`config.mk`:
```
export PLATFORM = sky130hd
export DESIGN_NAME = ksa_engine
export DESIGN_NICKNAME = d
export VERILOG_FILES = /design/src/rtl/ksa_engine.sv
export SDC_FILE = /design/constraint.sdc
export NUM_CORES = 1
export LEC_CHECK = 0
export ABC_AREA = 1
export ABC_CLOCK_PERIOD_IN_PS = 3600
export BUFFER_PORTS_ARGS = -buffer_cell sky130_fd_sc_hd__buf_2
export CAP_MARGIN = 10
export CORE_ASPECT_RATIO = 1.4
export CORE_MARGIN = 5
export CORE_UTILIZATION = 45
export CTS_CLUSTER_SIZE = 40
export DETAILED_ROUTE_END_ITERATION = 6
export PLACE_DENSITY = 0.66
export REMOVE_ABC_BUFFERS = 1
export SLEW_MARGIN = 20
export SYNTH_ARGS = -nofsm -noshare
export SYNTH_HDL_FRONTEND = slang
export SYNTH_SLANG_ARGS = --single-unit
export TNS_END_PERCENT = 30
```
`constraint.sdc`:
```
create_clock -name clk -period 3.6 [get_ports clk]
set_clock_uncertainty 0.15 [all_clocks]
set_input_delay 0.36 -clock clk [delete_from_list [all_inputs] [get_ports clk]]
set_output_delay 0.36 -clock clk [all_outputs]
set_load 0.1 [all_outputs]
```
`src/rtl/ksa_engine.sv`:
```
// ksa_engine: RC4 key-scheduling engine driving an external synchronous S-box memory.
// Optionally identity-fills the memory, then performs N swap iterations
// j = j + S[i] + key[i mod KEY_BYTES] through a four-cycle read/read/write/write pattern.
module ksa_engine #(
    parameter int ADDR_W    = 8,
    parameter int KEY_BYTES = 3
) (
    input  logic                   clk,
    input  logic                   rst,
    input  logic                   en,
    input  logic                   skip_init,
    input  logic [8*KEY_BYTES-1:0] key,
    output logic                   rdy,
    output logic [ADDR_W-1:0]      addr,
    input  logic [ADDR_W-1:0]      rddata,
    output logic [ADDR_W-1:0]      wrdata,
    output logic                   wren
);

    localparam int KW = (KEY_BYTES > 1) ? $clog2(KEY_BYTES) : 1;
    localparam logic [ADDR_W-1:0] LAST_I = '1;
    localparam logic [KW-1:0]     LAST_K = KW'(KEY_BYTES - 1);

    typedef enum logic [2:0] {
        IDLE,
        INIT,
        READ_I,
        READ_J,
        WRITE_I,
        WRITE_J
    } state_t;

    state_t              state;
    state_t              state_n;
    logic [ADDR_W-1:0]   i;
    logic [ADDR_W-1:0]   j;
    logic [ADDR_W-1:0]   si;
    logic [ADDR_W-1:0]   j_sum;
    logic [ADDR_W-1:0]   key_ext;
    logic [KW-1:0]       kidx;
    logic [8*KEY_BYTES-1:0] key_q;
    logic [7:0]          key_bytes [2**KW];
    logic                accept;

    // Byte 0 is the most significant key byte; padding entries are never selected.
    for (genvar b = 0; b < 2**KW; b++) begin : g_kb
        if (b < KEY_BYTES) begin : g_used
            assign key_bytes[b] = key_q[8*(KEY_BYTES-1-b) +: 8];
        end else begin : g_pad
            assign key_bytes[b] = '0;
        end
    end

    // Key byte is zero-extended or truncated to the S-box data width, so all sums wrap mod N.
    assign key_ext = ADDR_W'(key_bytes[kidx]);
    assign j_sum   = j + rddata + key_ext;
    assign accept  = (state == IDLE) && rdy && en;

    // State register and datapath registers; reset dominates any start request.
    always_ff @(posedge clk) begin
        // NOTE: sequential state uses non-blocking assignments so every register samples pre-edge values.
        if (rst) begin
            state <= IDLE;
            rdy   <= 1'b1;
            i     <= '0;
            j     <= '0;
            si    <= '0;
            kidx  <= '0;
            key_q <= '0;
        end else begin
            state <= state_n;
            case (state)
                IDLE: begin
                    if (accept) begin
                        key_q <= key;
                        i     <= '0;
                        j     <= '0;
                        kidx  <= '0;
                        rdy   <= 1'b0;
                    end else if (!rdy) begin
                        // One settling cycle in IDLE before accepting a new run.
                        rdy <= 1'b1;
                    end
                end
                INIT: begin
                    i <= i + 1'b1;
                end
                READ_J: begin
                    si <= rddata;
                    j  <= j_sum;
                end
                WRITE_J: begin
                    if (i != LAST_I) begin
                        i    <= i + 1'b1;
                        kidx <= (kidx == LAST_K) ? '0 : kidx + 1'b1;
                    end
                end
                default: ;
            endcase
        end
    end

    // Next-state and memory-port decode for each phase of the schedule.
    always_comb begin
        // NOTE: every output gets a default first so no path through the case infers a latch.
        state_n = state;
        addr    = '0;
        wrdata  = '0;
        wren    = 1'b0;
        case (state)
            IDLE: begin
                if (accept) state_n = skip_init ? READ_I : INIT;
            end
            INIT: begin
                addr    = i;
                wrdata  = i;
                wren    = 1'b1;
                if (i == LAST_I) state_n = READ_I;
            end
            READ_I: begin
                addr    = i;
                state_n = READ_J;
            end
            READ_J: begin
                // rddata is S[i]; present the new j so S[j] arrives in WRITE_I.
                addr    = j_sum;
                state_n = WRITE_I;
            end
            WRITE_I: begin
                addr    = i;
                wrdata  = rddata;
                wren    = 1'b1;
                state_n = WRITE_J;
            end
            WRITE_J: begin
                addr    = j;
                wrdata  = si;
                wren    = 1'b1;
                state_n = (i == LAST_I) ? IDLE : READ_I;
            end
            default: state_n = IDLE;
        endcase
    end

endmodule

```
==> metrics.yaml <==
ctsHoldBuffers: 0
vias: 2971
p_per_area_nw_per_um2: 720.1
synthTopCellsByCount: "nand2_1, a21oi_1, dfxtp_1"
crit_slowest_cell: "fa_1"
tns_ns: 0
diodes: 0
fin_util_pct: 54.70
slew_violations: 0
ys_top_cells_by_area: "dfxtp_1, nand2_1, a21oi_1"
synthCells: 433
die_y_um: 107.9
clock_sinks: 54
cap_viol_max_count: 0
grt_overflow: 0
rows: 35
h-tree-depth: 2
dominantRegCellSynth: "dfxtp_1"
cp-start-kind: "flip-flop"
min_path_type: "primary input to flip-flop"
hpwl_um: 6138
port_buffers: 53
leakage_uw: 0.001604
yosysMostFrequentCell: "nand2_1"
initial_utilization_pct: 46.58
synth_cell_types: 34
cp_cell_sequence: "buf_4 -> o21ai_0 -> a22oi_1 -> fa_1 -> inv_1 -> ha_1 -> fa_2 -> a21oi_1 -> xnor2_1 -> nand2_1 -> nand2_2 -> buf_12"
first_global_vias: 2847
cts_inserted_buffers: 5
drt_iter0_drc: 141
regArea_sq_um: 1086
post_route_cells_drive_above_1_share_pct: 19.29
synth_edf_count: 0
max_slew_margin_pct: 46.71
cts_root_buf: "clkbuf_8"
fill_cells: 653
wl_um: 8101
syn_to_final_growth_pct: 17.42
max_freq_ghz: 0.2862
yosysSeqAreaShare_pct: 35.09
routedWlPerCell_um: 14.11
period_share_pct: 97.06
max_stage_delay_ns: 0.48
nets: 532
worstMarginPinSlew_ns: 0.7984
ir_drop_mv: 0.3821
yosysTopAreaCellShare_pct: 35.09
path_buf_inv: 3
globalplace.congestion: 0.9177
antenna_found_initial: 0
ios: 54
cts_tree: "yes"
critPathMaxFanout: 14
required_ns: 3.09
status: "completed"
ys.warnings.count: 0
clk_latency_ns: 0.31
die-width_um: 79.93
rsz0062_at_grt: "yes"
synth_top_area_cell: "dfxtp_1"
min_period_ns: 3.494
netlist_area_sq_um: 3080
dieArea_sq_um: 8624
multi_input_area_sq_um: 1744
grt_first_pass_wirelength_um: 13480
grt_use_total_pct: 19.73
core_sq_um: 6613
grt_max_degree: 43
synth-seq-cells: 54
async_flop_share_pct: 0
viasPerCell: 5.176
arrival_ns: 2.98
drtAntennaViolNets: 0
criticalPathCategory: "flip-flop to primary output"
syn_avg_cell_area_sq_um: 7.114
setup_viol: 0
path_clk_slew_ns: 0.10
hold_violations: 0
firstDrtPassIters: 5
cts_buffer_depth: 2
path_delay_family: "adder cells"
drc: 0
cp-end-kind: "primary output"
-- final timing paths --
kind                          start                      to  slack (ns)  cells past startpoint
max            kidx[1]$_SDFFE_PP0P_                 addr[5]        0.11                     12
min                         key[21]  key_q[21]$_SDFFE_PP0P_        0.13                      3
max reg2reg    kidx[1]$_SDFFE_PP0P_       j[5]$_SDFFE_PP0P_        0.86                     11
min reg2reg  key_q[13]$_SDFFE_PP0P_  key_q[13]$_SDFFE_PP0P_        0.31                      2
-- cells in the final DEF, fill, tap and decap left out, types with 6 or more instances in the layout --
cell,instances
dfxtp_1,52
nor2_1,23
inv_2,6
inv_1,46
ha_1,6
nand2_1,109
o211ai_1,10
o21ai_0,39
a22oi_1,6
fa_1,7
a21oi_1,56
buf_2,47
nand3_1,21
-- final cells by class --
cell class | count | share of cell area [%]
repair buffers | 55 | 9.893
well taps | 92 | 3.182
flip-flops and latches | 54 | 30.02
inverters | 54 | 5.673
clock buffers | 5 | 1.902
clock inverters | 3 | 1.107
multi-input cells | 311 | 48.22
-- report_power, final --
group	internal [uW]	switching, uW
registers	733	86.1
clock network	205	203
logic	401	976
-- cells by family (layout without fill, tap and decap cells) --
| group | after synthesis | count (layout) | share of synthesized area [%] |
|---|---|---|---|
| flops | 54 | 54 | 35.09 |
| fa+ha+maj | 15 | 15 | 8.042 |
| xor+xnor | 3 | 3 | 0.8531 |
| buf+inv | 68 | 117 | 8.895 |
| simple gates | 176 | 176 | 26.52 |
| compound gates | 117 | 117 | 20.59 |
-- worst reg2reg max path, stage by stage, from the launching register on --
cell and delay, ns:
dfxtp_4 0.40, buf_4 0.15, o21ai_0 0.15, a22oi_1 0.10, fa_1 0.48, inv_1 0.06
ha_1 0.24, fa_2 0.38, a21oi_1 0.19, xnor2_1 0.14, nand2_1 0.10, a21oi_1 0.15
-- routing by layer --
layer  GRT usage (%)  part of all wire [%]  vias to the layer above
met3           3.601                   5.0                       16
met5               0                     0                        -
li1                -                     -                     1523
met2           35.60                    52                       80
met4           6.159                   2.0                        0
met1           23.18                    41                     1352
-- timing repair --
| item | in CTS | in global routing |
|---|---|---|
| buffers inserted | 0 | 2 |
| pin swaps | 0 | 0 |
| setup endpoints to repair | 6 | 6 |
| gates resized for setup | 4 | 7 |
-- per-stage QoR --
| stage | instance area, sq um | cells | hold WS, ns | worst slack, ns | power (uW) |
|---|---|---|---|---|---|
| 3_3_place_gp | 3467 | 564 | 0.2898 | 0.2793 | 2164 |
| 3_5_place_dp | 3467 | 564 | 0.2907 | 0.1519 | 2188 |
| 4_1_cts | 3583 | 572 | 0.1314 | 0.01906 | 2599 |
| 2_1_floorplan | 3012 | 419 | 0.2765 | 0.1238 | 1848 |
| 6_report | 3617 | 574 | 0.1343 | 0.1058 | 2605 |
| 5_1_grt | 3617 | 574 | 0.1307 | -0.07444 | 2804 |
-- registers in the layout (all words and copies together), names as in the netlist --
signal  flops
i           8
si          8
kidx        2
rdy         1
j           8
state       3
key_q      24
Note: power is estimated with default switching activity, not from simulation.
